<file path="src/rtl/uart_pkg.sv">
// Shared UART types: parity selection, transmitter/receiver state encodings,
// rx_status bit positions and the parity helper used by both directions.
package uart_pkg;

    typedef enum logic [1:0] {
        PAR_NONE = 2'd0,
        PAR_EVEN = 2'd1,
        PAR_ODD  = 2'd2
    } parity_e;

    typedef enum logic [2:0] {
        TX_IDLE,
        TX_START,
        TX_DATA,
        TX_PARITY,
        TX_STOP
    } tx_state_e;

    typedef enum logic [2:0] {
        RX_IDLE,
        RX_START,
        RX_DATA,
        RX_PARITY,
        RX_STOP
    } rx_state_e;

    localparam int STATUS_PARITY  = 0;
    localparam int STATUS_FRAMING = 1;
    localparam int STATUS_OVERRUN = 2;

    localparam int MAX_WORD_BITS = 9;

    // Narrower words are zero-extended by the caller; zeros do not change the XOR.
    function automatic logic calc_parity(input logic [MAX_WORD_BITS-1:0] data,
                                         input parity_e mode);
        return (^data) ^ (mode == PAR_ODD);
    endfunction

endpackage

</file>
<file path="src/rtl/uart_rx.sv">
// UART receiver: 2-flop synchroniser, falling-edge start detect, mid-bit sampling.
// Emits a one-cycle done pulse with the word and its parity/framing flags.
module uart_rx
    import uart_pkg::*;
#(
    parameter int      CLOCKS_PER_PULSE = 5208,
    parameter int      BITS_PER_WORD    = 8,
    parameter parity_e PARITY_MODE      = PAR_NONE
) (
    input  logic                     clk_i,
    input  logic                     rst_i,
    input  logic                     rx_i,
    output logic                     done_o,
    output logic [BITS_PER_WORD-1:0] data_o,
    output logic                     parity_err_o,
    output logic                     framing_err_o
);

    localparam int CNT_W = $clog2(CLOCKS_PER_PULSE);
    localparam int IDX_W = $clog2(BITS_PER_WORD);
    localparam logic [CNT_W-1:0] CNT_LAST  = CNT_W'(CLOCKS_PER_PULSE - 1);
    // Preloading with CPP - CPP/2 puts the start-bit sample CPP/2 cycles after the
    // edge; every later sample then follows one full bit period after the previous.
    localparam logic [CNT_W-1:0] CNT_START = CNT_W'(CLOCKS_PER_PULSE - CLOCKS_PER_PULSE / 2);

    logic                     rx_meta_q, rx_sync_q, rx_prev_q;
    rx_state_e                state_q, state_d;
    logic [CNT_W-1:0]         cnt_q, cnt_d;
    logic [IDX_W-1:0]         idx_q, idx_d;
    logic [BITS_PER_WORD-1:0] data_q, data_d;
    logic                     perr_q, perr_d;
    logic                     ferr_q, ferr_d;
    logic                     done_q, done_d;
    logic                     sample_now;

    always_ff @(posedge clk_i) begin
        if (rst_i) begin
            rx_meta_q <= 1'b1;
            rx_sync_q <= 1'b1;
            rx_prev_q <= 1'b1;
            state_q   <= RX_IDLE;
            cnt_q     <= '0;
            idx_q     <= '0;
            data_q    <= '0;
            perr_q    <= 1'b0;
            ferr_q    <= 1'b0;
            done_q    <= 1'b0;
        end else begin
            rx_meta_q <= rx_i;
            rx_sync_q <= rx_meta_q;
            rx_prev_q <= rx_sync_q;
            state_q   <= state_d;
            cnt_q     <= cnt_d;
            idx_q     <= idx_d;
            data_q    <= data_d;
            perr_q    <= perr_d;
            ferr_q    <= ferr_d;
            done_q    <= done_d;
        end
    end

    assign sample_now = (cnt_q == CNT_LAST);

    always_comb begin
        state_d = state_q;
        cnt_d   = sample_now ? '0 : cnt_q + CNT_W'(1);
        idx_d   = idx_q;
        data_d  = data_q;
        perr_d  = perr_q;
        ferr_d  = ferr_q;
        done_d  = 1'b0;
        unique case (state_q)
            RX_IDLE: begin
                cnt_d = '0;
                if (rx_prev_q && !rx_sync_q) begin
                    state_d = RX_START;
                    cnt_d   = CNT_START;
                    idx_d   = '0;
                    perr_d  = 1'b0;
                    ferr_d  = 1'b0;
                end
            end
            RX_START: begin
                if (sample_now) begin
                    state_d = rx_sync_q ? RX_IDLE : RX_DATA;
                end
            end
            RX_DATA: begin
                if (sample_now) begin
                    data_d = {rx_sync_q, data_q[BITS_PER_WORD-1:1]};
                    if (idx_q == IDX_W'(BITS_PER_WORD - 1)) begin
                        state_d = (PARITY_MODE == PAR_NONE) ? RX_STOP : RX_PARITY;
                    end else begin
                        idx_d = idx_q + IDX_W'(1);
                    end
                end
            end
            RX_PARITY: begin
                if (sample_now) begin
                    perr_d  = (rx_sync_q != calc_parity(MAX_WORD_BITS'(data_q), PARITY_MODE));
                    state_d = RX_STOP;
                end
            end
            RX_STOP: begin
                if (sample_now) begin
                    ferr_d  = !rx_sync_q;
                    done_d  = 1'b1;
                    state_d = RX_IDLE;
                end
            end
            default: state_d = RX_IDLE;
        endcase
    end

    assign done_o        = done_q;
    assign data_o        = data_q;
    assign parity_err_o  = perr_q;
    assign framing_err_o = ferr_q;

endmodule

</file>
<file path="src/rtl/uart_xcvr_param.sv">
// Parameterised UART transceiver: transmitter FSM, receive holding register and
// rx handshake here; bit-level reception lives in uart_rx.
module uart_xcvr_param
    import uart_pkg::*;
#(
    parameter int      CLOCKS_PER_PULSE = 5208,
    parameter int      BITS_PER_WORD    = 8,
    parameter parity_e PARITY_MODE      = PAR_NONE,
    parameter int      STOP_BITS        = 1
) (
    input  logic                     clk,
    input  logic                     rst,
    input  logic [BITS_PER_WORD-1:0] tx_data,
    input  logic                     tx_valid,
    output logic                     tx_ready,
    output logic                     tx,
    input  logic                     rx,
    output logic [BITS_PER_WORD-1:0] rx_data,
    output logic                     rx_valid,
    input  logic                     rx_ready,
    output logic [2:0]               rx_status
);

    if (CLOCKS_PER_PULSE < 8) begin : g_bad_cpp
        $error("uart_xcvr_param: CLOCKS_PER_PULSE must be >= 8");
    end
    if (BITS_PER_WORD < 5 || BITS_PER_WORD > 9) begin : g_bad_bpw
        $error("uart_xcvr_param: BITS_PER_WORD must be 5..9");
    end
    if (PARITY_MODE != PAR_NONE && PARITY_MODE != PAR_EVEN && PARITY_MODE != PAR_ODD) begin : g_bad_par
        $error("uart_xcvr_param: PARITY_MODE must be PAR_NONE, PAR_EVEN or PAR_ODD");
    end
    if (STOP_BITS != 1 && STOP_BITS != 2) begin : g_bad_stop
        $error("uart_xcvr_param: STOP_BITS must be 1 or 2");
    end

    localparam int CNT_W = $clog2(CLOCKS_PER_PULSE);
    localparam int IDX_W = $clog2(BITS_PER_WORD);
    localparam logic [CNT_W-1:0] CNT_LAST      = CNT_W'(CLOCKS_PER_PULSE - 1);
    localparam logic [CNT_W-1:0] CNT_STOP_LAST = CNT_W'(CLOCKS_PER_PULSE - 2);

    // ---------------- transmitter ----------------
    tx_state_e                tx_state_q, tx_state_d;
    logic [CNT_W-1:0]         tx_cnt_q, tx_cnt_d;
    logic [IDX_W-1:0]         tx_idx_q, tx_idx_d;
    logic [BITS_PER_WORD-1:0] tx_shift_q, tx_shift_d;
    logic                     tx_par_q, tx_par_d;
    logic                     tx_stop_q, tx_stop_d;
    logic                     tx_tick, tx_line;

    // Both directions use valid/ready: a word moves on the cycle where valid && ready
    // are both high; the producer holds valid and data stable until that cycle.
    assign tx_ready = !rst && (tx_state_q == TX_IDLE);
    assign tx_tick  = (tx_cnt_q == CNT_LAST);
    assign tx       = rst ? 1'b1 : tx_line;

    always_ff @(posedge clk) begin
        if (rst) begin
            tx_state_q <= TX_IDLE;
            tx_cnt_q   <= '0;
            tx_idx_q   <= '0;
            tx_shift_q <= '0;
            tx_par_q   <= 1'b0;
            tx_stop_q  <= 1'b0;
        end else begin
            tx_state_q <= tx_state_d;
            tx_cnt_q   <= tx_cnt_d;
            tx_idx_q   <= tx_idx_d;
            tx_shift_q <= tx_shift_d;
            tx_par_q   <= tx_par_d;
            tx_stop_q  <= tx_stop_d;
        end
    end

    always_comb begin
        tx_state_d = tx_state_q;
        tx_cnt_d   = tx_tick ? '0 : tx_cnt_q + CNT_W'(1);
        tx_idx_d   = tx_idx_q;
        tx_shift_d = tx_shift_q;
        tx_par_d   = tx_par_q;
        tx_stop_d  = tx_stop_q;
        tx_line    = 1'b1;
        unique case (tx_state_q)
            TX_IDLE: begin
                tx_cnt_d = '0;
                if (tx_valid && tx_ready) begin
                    tx_state_d = TX_START;
                    tx_shift_d = tx_data;
                    tx_par_d   = calc_parity(MAX_WORD_BITS'(tx_data), PARITY_MODE);
                end
            end
            TX_START: begin
                tx_line = 1'b0;
                if (tx_tick) begin
                    tx_state_d = TX_DATA;
                    tx_idx_d   = '0;
                end
            end
            TX_DATA: begin
                tx_line = tx_shift_q[0];
                if (tx_tick) begin
                    tx_shift_d = tx_shift_q >> 1;
                    tx_stop_d  = 1'b0;
                    if (tx_idx_q == IDX_W'(BITS_PER_WORD - 1)) begin
                        tx_state_d = (PARITY_MODE == PAR_NONE) ? TX_STOP : TX_PARITY;
                    end else begin
                        tx_idx_d = tx_idx_q + IDX_W'(1);
                    end
                end
            end
            TX_PARITY: begin
                tx_line = tx_par_q;
                if (tx_tick) begin
                    tx_state_d = TX_STOP;
                    tx_stop_d  = 1'b0;
                end
            end
            TX_STOP: begin
                // The final stop-bit cycle is spent in IDLE (line already high), so a
                // waiting word starts its start bit with no extra idle cycle.
                if (tx_stop_q == 1'(STOP_BITS - 1) && tx_cnt_q == CNT_STOP_LAST) begin
                    tx_state_d = TX_IDLE;
                    tx_cnt_d   = '0;
                end else if (tx_tick) begin
                    tx_stop_d = 1'b1;
                end
            end
            default: tx_state_d = TX_IDLE;
        endcase
    end

    // ---------------- receiver + holding register ----------------
    logic                     rx_done, rx_perr, rx_ferr;
    logic [BITS_PER_WORD-1:0] rx_word;
    logic                     rx_valid_q, rx_valid_d;
    logic [BITS_PER_WORD-1:0] rx_data_q, rx_data_d;
    logic [2:0]               rx_status_q, rx_status_d;
    logic                     rx_consume;

    uart_rx #(
        .CLOCKS_PER_PULSE(CLOCKS_PER_PULSE),
        .BITS_PER_WORD   (BITS_PER_WORD),
        .PARITY_MODE     (PARITY_MODE)
    ) u_rx (
        .clk_i        (clk),
        .rst_i        (rst),
        .rx_i         (rx),
        .done_o       (rx_done),
        .data_o       (rx_word),
        .parity_err_o (rx_perr),
        .framing_err_o(rx_ferr)
    );

    assign rx_consume = rx_valid_q && rx_ready;

    always_ff @(posedge clk) begin
        if (rst) begin
            rx_valid_q  <= 1'b0;
            rx_data_q   <= '0;
            rx_status_q <= '0;
        end else begin
            rx_valid_q  <= rx_valid_d;
            rx_data_q   <= rx_data_d;
            rx_status_q <= rx_status_d;
        end
    end

    always_comb begin
        rx_valid_d  = rx_valid_q;
        rx_data_d   = rx_data_q;
        rx_status_d = rx_status_q;
        if (rx_done && (!rx_valid_q || rx_consume)) begin
            rx_valid_d                  = 1'b1;
            rx_data_d                   = rx_word;
            rx_status_d                 = '0;
            rx_status_d[STATUS_PARITY]  = rx_perr;
            rx_status_d[STATUS_FRAMING] = rx_ferr;
        end else if (rx_done) begin
            rx_status_d[STATUS_OVERRUN] = 1'b1;
        end else if (rx_consume) begin
            rx_valid_d  = 1'b0;
            rx_status_d = '0;
        end
    end

    assign rx_valid  = rx_valid_q;
    assign rx_data   = rx_data_q;
    assign rx_status = rx_status_q;

endmodule

</file>
<file path="config.mk">
export PLATFORM = sky130hd
export DESIGN_NAME = uart_xcvr_param
export DESIGN_NICKNAME = d
export VERILOG_FILES = /design/src/rtl/uart_pkg.sv /design/src/rtl/uart_rx.sv /design/src/rtl/uart_xcvr_param.sv
export SDC_FILE = /design/constraint.sdc
export NUM_CORES = 1
export LEC_CHECK = 0
export CORE_UTILIZATION = 52
export CTS_CLUSTER_SIZE = 24
export DETAILED_ROUTE_END_ITERATION = 16
export MAX_ROUTING_LAYER = met4
export PLACE_DENSITY = 0.75
export REMOVE_ABC_BUFFERS = 1
export SLEW_MARGIN = 15
export SYNTH_ARGS = -nofsm -noshare
export SYNTH_HDL_FRONTEND = slang
export SYNTH_SLANG_ARGS = --single-unit
</file>
<file path="constraint.sdc">
create_clock -name clk -period 1.9 [get_ports clk]
set_clock_uncertainty 0.2 [all_clocks]
set_input_delay 0.38 -clock clk [delete_from_list [all_inputs] [get_ports clk]]
set_output_delay 0.38 -clock clk [all_outputs]
set_load 0.03 [all_outputs]
</file>
-- Word-level counts from Yosys, hierarchy flattened
Index checks and enable logic that the tools add are counted.
- bitwise operators: 2
- reductions and logical operators: 36
- equality and inequality tests: 32
- add/sub/neg operators: 4
- multiplexer cells: 51
- operator list (cell ; number):
    $mux W3 ; 19
    $mux W13 ; 4
    $eq A13 B13 Y1 const B ; 3
    $pmux W3 S5 ; 2
    $add A13 B1 Y13 const B ; 2
    $pmux W13 S2 ; 1
    $ne A2 B2 Y1 const B ; 10
    $reduce_xor A9 Y1 ; 2
    $mux W8 ; 2
    $ne A2 B1 Y1 const B ; 8
    $pmux W8 S2 ; 1
    $reduce_bool A2 Y1 ; 8
    $eq A3 B2 Y1 const B ; 4
    $eq A3 B3 Y1 const B ; 4
    $mux W1 ; 12
    $mux W12 ; 1
    $pmux W3 S2 ; 2
    $reduce_and A4 Y1 ; 3
    $reduce_and A6 Y1 ; 2
    $reduce_and A3 Y1 ; 3
    $add A3 B1 Y3 const B ; 2
    $eq A3 B1 Y1 const B ; 2
    $logic_and A1 B1 Y1 ; 6
    $logic_not A3 Y1 ; 2
    9 further kinds ; 20
- output and inout port bits: 14
- logic and storage cells: 145
- bits in registers: 74

-- Logic depth before layout (Yosys ltp)
Gate-level depths: netlist (run 1).
- depth after elaboration: 5
- depth in mapped cells: 7

-- By module
A second synthesis (run 1) with hierarchy kept.
- cells, all modules: 400
- area, all modules: 3513.4 um2
- by module, submodules not included (module ; instances ; area each (um2) ; sequential area each (um2) ; cells an instance):
    uart_xcvr_param ; 1 ; 2000.7 ; 820.8 ; 239
    uart_rx ; 1 ; 1512.7 ; 660.6 ; 161

-- Worst setup path after synthesis (run 1)
OpenSTA, ideal clock, no wires.
- path kind: register to register
- from: reg tx_state_q[0]
- to: reg tx_shift_q[0]
- required time: 1.579 ns
- path buffers: 1
- clock period less this slack: 2.561 ns
- stages on the path, launching flop included: 6
- library setup time: 0.121 ns
- data arrival time: 2.240 ns
- setup slack: -0.661 ns
- cells stage by stage: dfxtp_1 > clkbuf_1 > nor4_1 > and2_1 > a21oi_2 > mux2_2
- cells in the longest elaborated chain, start to end: 5
- elaborated cells on any way between the ends: 9
- classes of those cells: eq/ne (3); mux (1); reduce/logical (5)
- ends and longest elaborated chain (what ; RTL line ; text):
    from (decl) ; uart_xcvr_param.sv:43 ; tx_state_e tx_state_q, tx_state_d;
    from (signal assigned) ; uart_xcvr_param.sv:66 ; tx_state_q <= tx_state_d;
    $logic_not A3 Y1 ; uart_xcvr_param.sv:53 ; assign tx_ready = !rst && (tx_state_q == TX_IDLE);
    $logic_and A1 B1 Y1 ; uart_xcvr_param.sv:53 ;
    via tx_ready ; uart_xcvr_param.sv:15 ; output logic tx_ready,
    $logic_and A1 B1 Y1 ; uart_xcvr_param.sv:86 ; if (tx_valid && tx_ready) begin
    $ne A2 B1 Y1 (no line) ; - ;
    $reduce_and A3 Y1 (no line) ; - ;
    to (signal assigned) ; uart_xcvr_param.sv:69 ; tx_shift_q <= tx_shift_d;
    to (decl) ; uart_xcvr_param.sv:46 ; logic [BITS_PER_WORD-1:0] tx_shift_q, tx_shift_d;
The timed path passes the listed nets, and every way through them passes these cells.
A chain may end at the register's enable or synchronous reset.

-- Worst setup path in the final report (run 1)
- from: reg u_rx.idx_q[0]
- to: reg u_rx.idx_q[1]
- cells in the longest elaborated chain, start to end: 4
- elaborated cells on any way between the ends: 7
- classes of those cells: add/sub (1); eq/ne (2); mux (3); reduce/logical (1)
- ends and longest elaborated chain (what ; RTL line ; text):
    from (decl) ; uart_rx.sv:29 ; logic [IDX_W-1:0] idx_q, idx_d;
    from (signal assigned) ; uart_rx.sv:54 ; idx_q <= idx_d;
    $add A3 B1 Y3 ; uart_rx.sv:94 ; idx_d = idx_q + IDX_W'(1);
    $mux W3 ; uart_rx.sv:91 ; if (idx_q == IDX_W'(BITS_PER_WORD - 1)) begin
    $mux W3 ; uart_rx.sv:89 ; if (sample_now) begin
    $pmux W3 S2 ; uart_rx.sv:72 ; unique case (state_q)
Parallel ways exist; a longest one is shown, timed or not. The select of a mux whose other input is x is not followed.

==> results of run 1 <==
stage by stage:
stage | utilization | instances | setup TNS (ns)
floorplan | - | 362 | -6.59
global placement | 0.631 | 504 | -0.0623
detailed placement | 0.631 | 504 | -0.635
CTS | 0.671 | 521 | -0.0323
global route | 0.696 | 526 | -0.213
finish | 0.696 | 526 | 0
worst max-delay path by stage:
stage / slack (ns) / to / cells after the start / startpoint
after floorplan: -0.64 / tx_shift_q[0]$_SDFFE_PP0P_ / 4 / tx_state_q[1]$_SDFFE_PP0P_
after global placement: -0.04 / u_rx.idx_q[0]$_SDFFE_PP0P_ / 6 / u_rx.idx_q[0]$_SDFFE_PP0P_
after detailed placement: -0.12 / u_rx.idx_q[0]$_SDFFE_PP0P_ / 6 / u_rx.idx_q[0]$_SDFFE_PP0P_
after CTS: -0.03 / u_rx.idx_q[0]$_SDFFE_PP0P_ / 6 / u_rx.idx_q[0]$_SDFFE_PP0P_
after global routing: -0.05 / u_rx.idx_q[1]$_SDFFE_PP0P_ / 7 / u_rx.idx_q[0]$_SDFFE_PP0P_
final: 0.01 / u_rx.idx_q[1]$_SDFFE_PP0P_ / 7 / u_rx.idx_q[0]$_SDFFE_PP0P_
cells by family after synthesis:
kind of cell / after synthesis
AO/OA/AOI/OAI: 55
XOR/XNOR: 34
flip-flops: 74
multiplexers: 26
adder cells (fa/ha/maj): 7
buffers and inverters: 28
AND/OR/NAND/NOR: 160
synth_stat cells (6+ instances only):
cell	n
sky130_fd_sc_hd__nand2_1	25
sky130_fd_sc_hd__dfxtp_1	74
sky130_fd_sc_hd__mux2_2	7
sky130_fd_sc_hd__clkbuf_1	13
sky130_fd_sc_hd__nor3b_1	7
sky130_fd_sc_hd__a21oi_1	21
sky130_fd_sc_hd__nand3_1	21
sky130_fd_sc_hd__o21ai_0	17
sky130_fd_sc_hd__ha_1	7
sky130_fd_sc_hd__xnor2_1	19
sky130_fd_sc_hd__nand4_1	14
sky130_fd_sc_hd__nor2_1	40
sky130_fd_sc_hd__nor2b_1	10
sky130_fd_sc_hd__inv_1	6
sky130_fd_sc_hd__xor2_1	14
sky130_fd_sc_hd__mux2i_1	19
power by group:
part           switching, uW  internal (uW)  total [uW]
Sequential              41.3           1590        1630
Clock                    590            899        1490
Combinational            193            194         387
Total                    825           2680        3510
critical path, cell delays in order (launching register included):
cell	delay, ns
sky130_fd_sc_hd__dfxtp_4	0.35
sky130_fd_sc_hd__ha_4	0.16
sky130_fd_sc_hd__ha_4	0.16
sky130_fd_sc_hd__nor4b_4	0.26
sky130_fd_sc_hd__nand4_1	0.21
sky130_fd_sc_hd__buf_4	0.20
sky130_fd_sc_hd__a21o_1	0.15
sky130_fd_sc_hd__a21oi_1	0.12
per-layer routing:
layer,wire [um],part of all wire
met1,3530,0.47
met2,3600,0.48
met3,296,0.039
met4,119,0.016
met5,0,0
area by class of cell:
class | instances | area share
Clock buffer | 10 | 0.0306
Clock inverter | 5 | 0.0228
Inverter | 6 | 0.00501
Multi-Input combinational cell | 282 | 0.452
Sequential cell | 74 | 0.333
Tap cell | 77 | 0.0214
Timing Repair Buffer | 72 | 0.135
flip-flops by register name, indices dropped and copies added, names as in the netlist, 3 cells and up:
| name | flops |
|---|---|
| rx_data | 8 |
| rx_status | 3 |
| tx_cnt_q | 13 |
| tx_idx_q | 3 |
| tx_shift_q | 8 |
| tx_state_q | 3 |
| u_rx.cnt_q | 13 |
| u_rx.data_o | 8 |
| u_rx.idx_q | 3 |
| u_rx.state_q | 3 |
repair_timing:
item | in CTS | in global routing
pin swaps | 3 | 9
resized for setup | 17 | 27
setup endpoints to repair | 20 | 20
gates cloned | 0 | 0
buffers inserted | 2 | 5
==> implementation parameters, run 1 <==
Parameter                              Value

Clock tree
  Clock sink total ... 74
  Worst-Skew Late Latency ... 0.35 ns
  H-Tree Depth ... 3
  TritonCTS clock tree ... done
  Clock root buffer ... sky130_fd_sc_hd__clkbuf_8
  Clock transition at the registers of the reported paths ... around 0.070 ns
  Largest buffer count on any clock path ... 2
  Num CTS Buffers ... 9
  Hold buffers post-CTS ... 0

Synth
  Adder and majority gate portion of the synthesized area ... 0.0248
  Multiplexer fraction of the synthesized cell area ... 0.0761
  Number of synthesized flops with an enable pin ... 0
  Average instance area after synthesis ... 9.21 um2
  Fraction of post-synthesis cell area in the top cell type by area ... 0.419
  Share of flip-flops with an asynchronous set or reset ... 0
  Post-synthesis cell count ... 384
  Cell type with the largest total area after synthesis ... sky130_fd_sc_hd__dfxtp_1
  Compound-Gate Fraction of Synth Area ... 0.0952
  Area of the mapped netlist ... 3540 um2
  Proportion of synthesized chip area in sequential cells ... 0.419
  Largest cells by area after synthesis ... sky130_fd_sc_hd__dfxtp_1 (42%), sky130_fd_sc_hd__mux2i_1 (5.4%), sky130_fd_sc_hd__xnor2_1 (4.7%)
  Xor-xnor portion of the synthesized cell area ... 0.0881
  Register bit total from synthesis ... 74
  Warnings from Yosys ... 0
  Simple-Gate Fraction of Synth Area ... 0.258
  Main combinational cell family by area after synthesis ... simple AND/OR/NAND/NOR gates
  Number of distinct library cells after synthesis ... 60
  Top FF cell, synth ... sky130_fd_sc_hd__dfxtp_1

STA
  Fin crit period ... between 1.5 and 2 ns
  Rel. slew slack ... 0.756
  Minimum hold slack ... around 0.14 ns
  Number of slew-limit violations in the final report ... 0
  Final worst-path cycle share ... 0.995
  Transition time at the pin with the least slew margin ... 0.363 ns
  F_max ... 0.529 GHz
  Number of setup violations in the final report ... 0
  Setup WS post-layout ... between 0.01 and 0.015 ns
  Unrepaired setup endpoints after global routing ... yes
  Final Hold Vio Count ... 0

Global routing
  Initial antenna violation count ... 0
  Via count of the first global-routing pass ... 2724
  Global-route wire length before repair ... 12.0 mm
  Layer carrying the most global-route usage ... met2
  Global Route met3 Usage ... 0.0629
  Global routing met1 resource utilization ... 0.266
  Global-route track usage on met2 ... 0.344
  Aggregate global-route resource usage ... 0.218
  Maximum number of pins on one net before global-route repair ... 32
  Total grt overflow ... 0

Route
  Initial drt markers ... 174
  Number of detailed-route iterations in the first pass ... 4
  Via density ... about 5.6
  Vias ... 2941
  Wire per inst ... 14.3 um
  Count of antenna-violating nets left after detailed routing ... 0
  Number of remaining DRC errors ... 0
  Total length of routed wires ... around 7.5 mm

Placement
  Number of buffer cells added on primary ports ... 26
  Post-Place Cell Area ... between 4000 and 5000 um2
  Dpl hpwl ... 4.86 mm
  Pre-CTS WS ... -0.116 ns
  Global placer's final weighted congestion ... 0.786

Final layout
  Area overhead of the layout relative to synthesis ... 27.2%
  Most frequent cells in the layout ... sky130_fd_sc_hd__dfxtp_1 (66), sky130_fd_sc_hd__buf_4 (43), sky130_fd_sc_hd__nor2_1 (40), sky130_fd_sc_hd__nand2_1 (25), sky130_fd_sc_hd__nand3_1 (20)
  Area used by sequential logic in the layout ... approximately 1500 um2
  Ant. Diodes ... 0
  Share of cells above drive strength 1 ... 0.243
  Final instance area ... 4500 um2
  Filler cell count ... 503
  Multi-input gate area in the final layout ... 2030 um2
  Most common cell after layout, fill and taps aside ... sky130_fd_sc_hd__dfxtp_1
  # nets final ... 465

Setup path
  Required time of the critical path ... 1.97 ns
  Data arrival time of the critical path ... 1.96 ns
  Reg2reg setup slack ... 0.01 ns
  Terminus of the critical flop-to-flop path ... u_rx.idx_q[1]$_SDFFE_PP0P_
  Maximum net fanout on the critical path ... 4
  Worst reg2reg startpoint ... u_rx.idx_q[0]$_SDFFE_PP0P_
  Length in cells of the worst reg-to-reg path ... 7
  Element type at the critical path end ... flip-flop
  Critical Setup Path Class ... reg -> reg
  CP Launch Type ... flip-flop

Worst hold path
  Capture endpoint of the worst hold path ... u_rx.rx_prev_q$_SDFF_PP1_
  Number of cells on the worst hold path ... 2
  Worst Min Path Start ... rst
  Path type of the worst min-delay path ... in -> reg

Pwr
  P per Cell Area ... 780 nW/um2
  Worst vdd ir ... a little over 0.5 mV
  Overall power ... around 3500 uW
  Leakage power of the design ... 0.00175 uW

Floorplan
  Count of boundary I/O pins ... 27
  Effective utilization at floorplan ... 0.547
  Vertical die dimension ... 84.5 um
  Number of cell rows ... 29
  Width of the die ... roughly 84 um
  Placeable core region ... 6460 um2
  Die area ... 7130 um2

Status
  Run status ... finished clean

Flow run
  # Max-Cap Violations ... 0
Power figures use the tool's default switching activity.
==> run 2: changes to the inputs <==
==> constraint.sdc (replaced) <==
create_clock -name clk -period 1.9 [get_ports clk]
set_clock_uncertainty 0.2 [all_clocks]
set_input_delay 0.475 -clock clk [delete_from_list [all_inputs] [get_ports clk]]
set_output_delay 0.475 -clock clk [all_outputs]
set_load 0.01 [all_outputs]
==> implementation parameters, run 2 (synthesis results as in run 1) <==
Parameter                              Value

Status
  Run status ... complete, but fails checks
  Violations in the final reports ... negative setup slack

Global routing
  Aggregate global-route resource usage ... 0.232
  Total grt overflow ... 0
  Via count of the first global-routing pass ... 2936
  Maximum number of pins on one net before global-route repair ... 35
  Global-route wire length before repair ... ~13 mm
  Initial antenna violation count ... 0

Pwr
  P_int ... 2530 uW
  Combinational share of power ... 0.119
  Sw power ... 830 uW
  Fraction of power spent switching nets ... 0.247
  Worst vdd ir ... 0.599 mV
  Part of the total power dissipated in sequential elements ... 0.483
  Overall power ... 3360 uW
  Clock share of power ... 0.398
  Leakage power of the design ... 0.00181 uW
  P per Cell Area ... ~740 nW/um2

Final layout
  Ant. Diodes ... 0
  Most common cell after layout, fill and taps aside ... sky130_fd_sc_hd__dfxtp_1
  Leading registers by flop count ... tx_cnt_q (13), u_rx.cnt_q (13)
  # nets final ... 474
  Multi-input gate area in the final layout ... 2060 um2
  Share of cells above drive strength 1 ... 0.277
  Area overhead of the layout relative to synthesis ... 29.0%
  Area used by sequential logic in the layout ... approximately 1500 um2
  Filler cell count ... approximately 490
  Most frequent cells in the layout ... sky130_fd_sc_hd__dfxtp_1 (65), sky130_fd_sc_hd__buf_4 (51), sky130_fd_sc_hd__nor2_1 (39), sky130_fd_sc_hd__nand2_1 (25), sky130_fd_sc_hd__nand3_1 (21)

Setup path
  Reg2reg setup slack ... 0.03 ns
  Length in cells of the worst reg-to-reg path ... 7
  Critical Setup Path Class ... reg -> out
  CP Cell Sequence ... buf_6 > a21oi_4 > a31oi_4 > nand2_1 > buf_2
  Cell with the largest stage delay on the worst path ... sky130_fd_sc_hd__dfxtp_4
  Terminus of the critical flop-to-flop path ... u_rx.idx_q[1]$_SDFFE_PP0P_
  Biggest cell delay along the critical path ... 0.38 ns
  CP Launch Type ... flip-flop
  Worst reg2reg startpoint ... u_rx.idx_q[0]$_SDFFE_PP0P_
  Required time of the critical path ... between 1 and 1.5 ns
  Data arrival time of the critical path ... around 1.2 ns
  Maximum net fanout on the critical path ... 3
  Element type at the critical path end ... output pin

Route
  Vias ... 3019
  Total length of routed wires ... around 7.7 mm
  Count of antenna-violating nets left after detailed routing ... 0
  Number of remaining DRC errors ... 0
  Wire per inst ... 14.4 um
  Via density ... 5.63
  Initial drt markers ... 114
  Number of detailed-route iterations in the first pass ... 4

Placement
  Global placer's final weighted congestion ... 0.864
  Dpl hpwl ... 5.04 mm
  Number of buffer cells added on primary ports ... 26
  Pre-CTS WS ... -0.233 ns

Clock tree
  H-Tree Depth ... 3
  TritonCTS clock tree ... done
  Num CTS Buffers ... 9
  Hold buffers post-CTS ... 0
  Clock sink total ... 74
  Largest buffer count on any clock path ... 2
  Worst-Skew Late Latency ... 0.36 ns
  Clock root buffer ... sky130_fd_sc_hd__clkbuf_8
  Clock transition at the registers of the reported paths ... 0.08 ns

STA
  Transition time at the pin with the least slew margin ... 0.528 ns
  Number of slew-limit violations in the final report ... 0
  Rel. slew slack ... 0.648
  F_max ... roughly 0.52 GHz
  Post-route setup TNS ... -0.0138 ns
  Unrepaired setup endpoints after global routing ... yes
  Setup WS post-layout ... -0.0138 ns
  Final worst-path cycle share ... 1.01
  Number of setup violations in the final report ... 1
  Fin crit period ... 1.91 ns
  Final Hold Vio Count ... 0

Floorplan
  Count of boundary I/O pins ... 27
  Effective utilization at floorplan ... 0.547
  Vertical die dimension ... 84.5 um
  Width of the die ... 84.5 um
  Die area ... 7130 um2
  Number of cell rows ... 29
  Placeable core region ... 6460 um2

Worst hold path
  Path type of the worst min-delay path ... reg -> reg
  Number of cells on the worst hold path ... 1
  Capture endpoint of the worst hold path ... u_rx.rx_sync_q$_SDFF_PP1_
  Worst Min Path Start ... u_rx.rx_meta_q$_SDFF_PP1_

Flow run
  # Max-Cap Violations ... 0
run 2: cell count changes in the layout (fill, tap and decap cells not counted), moves of 2 or more:
| cell | previous run | this run |
|---|---|---|
| sky130_fd_sc_hd__buf_2 | 1 | 3 |
| sky130_fd_sc_hd__buf_4 | 43 | 51 |
| sky130_fd_sc_hd__clkinv_2 | 1 | 3 |
| sky130_fd_sc_hd__dfxtp_2 | 5 | 7 |
| sky130_fd_sc_hd__dlygate4sd2_1 | 12 | 10 |
| sky130_fd_sc_hd__dlymetal6s2s_1 | 0 | 2 |
| sky130_fd_sc_hd__o21ai_0 | 17 | 15 |
| sky130_fd_sc_hd__o21ai_1 | 0 | 2 |
run 2: layer usage:
| metal | GRT usage | vias up | wire length (um) | part of all wire |
|---|---|---|---|---|
| li1 | - | 1508 | - | - |
| met1 | 0.262 | 1451 | 3500 | 0.45 |
| met2 | 0.387 | 48 | 3820 | 0.49 |
| met3 | 0.0649 | 12 | 246 | 0.032 |
| met4 | 0.0955 | 0 | 150 | 0.019 |
| met5 | - | - | 0 | 0 |
run 2: repair_timing:
item | in CTS | in global routing
endpoints found under the setup margin | 18 | 41
hold endpoints to repair | 0 | 0
pin swaps | 2 | 10
setup buffers | 4 | 3
gates resized for setup | 32 | 31
run 2: worst max-delay path by stage:
stage | startpoint | end | slack, ns
finish | tx_state_q[1]$_SDFFE_PP0P_ | tx | -0.01
global placement | rst | tx_ready | -0.21
detailed placement | rst | tx_ready | -0.23
global route | tx_state_q[1]$_SDFFE_PP0P_ | tx | -0.06
floorplan | tx_state_q[1]$_SDFFE_PP0P_ | tx_shift_q[0]$_SDFFE_PP0P_ | -0.62
CTS | tx_state_q[0]$_SDFFE_PP0P_ | tx | -0.02
run 2: worst max-delay path, delay by kind of cell (launching register included):
| family | cells | cell delay (ns) |
|---|---|---|
| flops | 1 | 0.38 |
| buf+inv | 2 | 0.24 |
| compound gates | 2 | 0.20 |
| simple gates | 1 | 0.06 |
run 2: power groups by stage:
stage / combinational (uW) / sequential [uW] / clock, uW
global placement: 331 / 1650 / 0
global route: 438 / 1630 / 1430
detailed placement: 339 / 1650 / 0
CTS: 378 / 1620 / 1360
finish: 401 / 1620 / 1340
floorplan: 182 / 1650 / 0
run 2: stage by stage:
stage | hold slack, ns | std cells | utilization | cell area (um2)
2_1_floorplan | 0.189 | 362 | - | 3420
3_3_place_gp | 0.194 | 513 | 0.641 | 4140
3_5_place_dp | 0.198 | 513 | 0.641 | 4140
4_1_cts | 0.217 | 533 | 0.686 | 4430
5_1_grt | 0.240 | 536 | 0.706 | 4560
6_report | 0.213 | 536 | 0.706 | 4560
run 2: final cells by class:
cell class / instances / area share
timing repair buffer: 81 / 0.146
inverter: 6 / 0.00494
multi-input combinational: 282 / 0.452
clock buffer: 9 / 0.0272
clock inverter: 7 / 0.0200
sequential: 74 / 0.328
tap: 77 / 0.0211
==> run 3: changes to the inputs <==
Settings changed: CAP_MARGIN set to 10.
Clock period 1.9 ns to 1.7 ns, I/O delays scaled along.
==> implementation parameters, run 3 (synthesis results as in run 1) <==
Parameter                              Value

Pwr
  P_int ... 2570 uW
  Combinational share of power ... 0.161
  Sw power ... 929 uW
  Overall power ... roughly 3500 uW
  Worst vdd ir ... 0.593 mV
  P per Cell Area ... approximately 700 nW/um2
  Leakage power of the design ... 0.00196 uW
  Fraction of power spent switching nets ... 0.266
  Clock share of power ... 0.323
  Part of the total power dissipated in sequential elements ... 0.517

Clock tree
  Hold buffers post-CTS ... 0
  Clock sink total ... 74
  Clock transition at the registers of the reported paths ... 0.07 ns
  TritonCTS clock tree ... done
  Clock root buffer ... sky130_fd_sc_hd__clkbuf_8
  Worst-Skew Late Latency ... 0.35 ns
  H-Tree Depth ... 3
  Num CTS Buffers ... 9
  Largest buffer count on any clock path ... 2

Setup path
  CP Cell Sequence ... ha_4 > and4b_2 > nand4b_1 > a222oi_1 > buf_4 > mux2i_1
  Required time of the critical path ... about 1.8 ns
  Maximum net fanout on the critical path ... 3
  Biggest cell delay along the critical path ... 0.36 ns
  CP Launch Type ... flip-flop
  Reg2reg setup slack ... -0.23 ns
  Critical Setup Path Class ... reg -> reg
  Element type at the critical path end ... flip-flop
  Data arrival time of the critical path ... between 2 and 2.5 ns
  Cell with the largest stage delay on the worst path ... sky130_fd_sc_hd__dfxtp_2

Route
  Vias ... approximately 3200
  Wire per inst ... 16.2 um
  Count of antenna-violating nets left after detailed routing ... 0
  Via density ... approximately 5.7
  Number of remaining DRC errors ... 0
  Total length of routed wires ... 9.05 mm
  Initial drt markers ... around 120
  Number of detailed-route iterations in the first pass ... 5

STA
  Transition time at the pin with the least slew margin ... 0.389 ns
  Setup WS post-layout ... -0.235 ns
  Fin crit period ... 1.93 ns
  Post-route setup TNS ... -2.87 ns
  Final worst-path cycle share ... 1.14
  Number of slew-limit violations in the final report ... 0
  Final Hold Vio Count ... 0
  F_max ... 0.517 GHz
  Unrepaired setup endpoints after global routing ... yes
  Number of setup violations in the final report ... 42
  Rel. slew slack ... 0.740

Placement
  Number of buffer cells added on primary ports ... 26
  Post-Place Cell Area ... 4300 um2
  Dpl hpwl ... 5.31 mm
  Global placer's final weighted congestion ... roughly 0.86
  Post-placement cell count ... 535

Final layout
  Final instance area ... roughly 5000 um2
  Filler-free cell count of the finished design ... 560
  Area overhead of the layout relative to synthesis ... 41.5%
  # nets final ... 499
  Ant. Diodes ... 0
  Leading registers by flop count ... tx_cnt_q (13), u_rx.cnt_q (13)
  Share of cells above drive strength 1 ... 0.400
  Most common cell after layout, fill and taps aside ... sky130_fd_sc_hd__buf_4
  Utilization after layout ... 0.775
  Most frequent cells in the layout ... sky130_fd_sc_hd__buf_4 (65), sky130_fd_sc_hd__dfxtp_1 (57), sky130_fd_sc_hd__nor2_1 (30), sky130_fd_sc_hd__nand2_1 (24)

Global routing
  Aggregate global-route resource usage ... 0.254
  Maximum number of pins on one net before global-route repair ... 38
  Global-route wire length before repair ... 13.9 mm
  Via count of the first global-routing pass ... 3124
  Total grt overflow ... 0
  Initial antenna violation count ... 0

Floorplan
  Effective utilization at floorplan ... 0.547
  Number of cell rows ... 29
  Width of the die ... between 80 and 90 um
  Count of boundary I/O pins ... 27
  Placeable core region ... 6460 um2
  Vertical die dimension ... between 80 and 90 um
  Die area ... 7130 um2

Worst hold path
  Path type of the worst min-delay path ... reg -> reg

Status
  Run status ... complete, but fails checks
  Violations in the final reports ... negative setup slack

Flow run
  # Max-Cap Violations ... 0
run 3: final cells by class:
cell class,instances,area [um2]
timing repair buffer,106,893
inverter,6,22.5
clock buffer,11,131
fill,421,1460
sequential,74,1510
tap,77,96.3
clock inverter,4,20.0
multi-input combinational,282,2330
run 3: repair_timing:
action / 4_1_cts / 5_1_grt
pin swaps: 36 / 30
cloned: 1 / 0
setup buffers: 10 / 3
resized for setup: 92 / 59
setup endpoints to repair: 58 / 53
run 3: worst paths after layout:
| path | cells past startpoint | end | startpoint |
|---|---|---|---|
| worst max-delay path | 6 | u_rx.state_q[1]$_SDFFE_PP0P_ | u_rx.cnt_q[1]$_SDFF_PP0_ |
| worst max register to register | 6 | u_rx.state_q[1]$_SDFFE_PP0P_ | u_rx.cnt_q[1]$_SDFF_PP0_ |
| worst min-delay path | 1 | u_rx.rx_sync_q$_SDFF_PP1_ | u_rx.rx_meta_q$_SDFF_PP1_ |
| worst min register to register | 1 | u_rx.rx_sync_q$_SDFF_PP1_ | u_rx.rx_meta_q$_SDFF_PP1_ |
run 3: metrics by stage:
| step | setup slack [ns] | hold slack, ns |
|---|---|---|
| 2_1_floorplan | -0.817 | 0.189 |
| 3_3_place_gp | -0.322 | 0.195 |
| 3_5_place_dp | -0.344 | 0.193 |
| 4_1_cts | -0.161 | 0.210 |
| 5_1_grt | -0.261 | 0.228 |
| 6_report | -0.235 | 0.209 |
run 3: layer usage:
| layer | global-route usage | up-vias | part of all wire |
|---|---|---|---|
| met5 | - | - | 0 |
| met4 | 0.117 | 0 | 0.022 |
| met3 | 0.0619 | 17 | 0.034 |
| met2 | 0.419 | 66 | 0.52 |
| met1 | 0.293 | 1569 | 0.42 |
| li1 | - | 1551 | - |
run 3: critical path, delay by kind of cell (launching register included):
kind | cells | cell delay (ns)
AND/OR/NAND/NOR | 2 | 0.42
flip-flops | 1 | 0.36
AO/OA/AOI/OAI | 1 | 0.36
buffers and inverters | 1 | 0.21
multiplexers | 1 | 0.17
adder cells (fa/ha/maj) | 1 | 0.14
run 3: power by group through the flow:
stage	logic, uW	clock network (uW)	registers [uW]
finish	562	1130	1810
global route	597	1230	1810
CTS	473	1150	1810
detailed placement	404	0	1840
global placement	395	0	1840
floorplan	204	0	1850
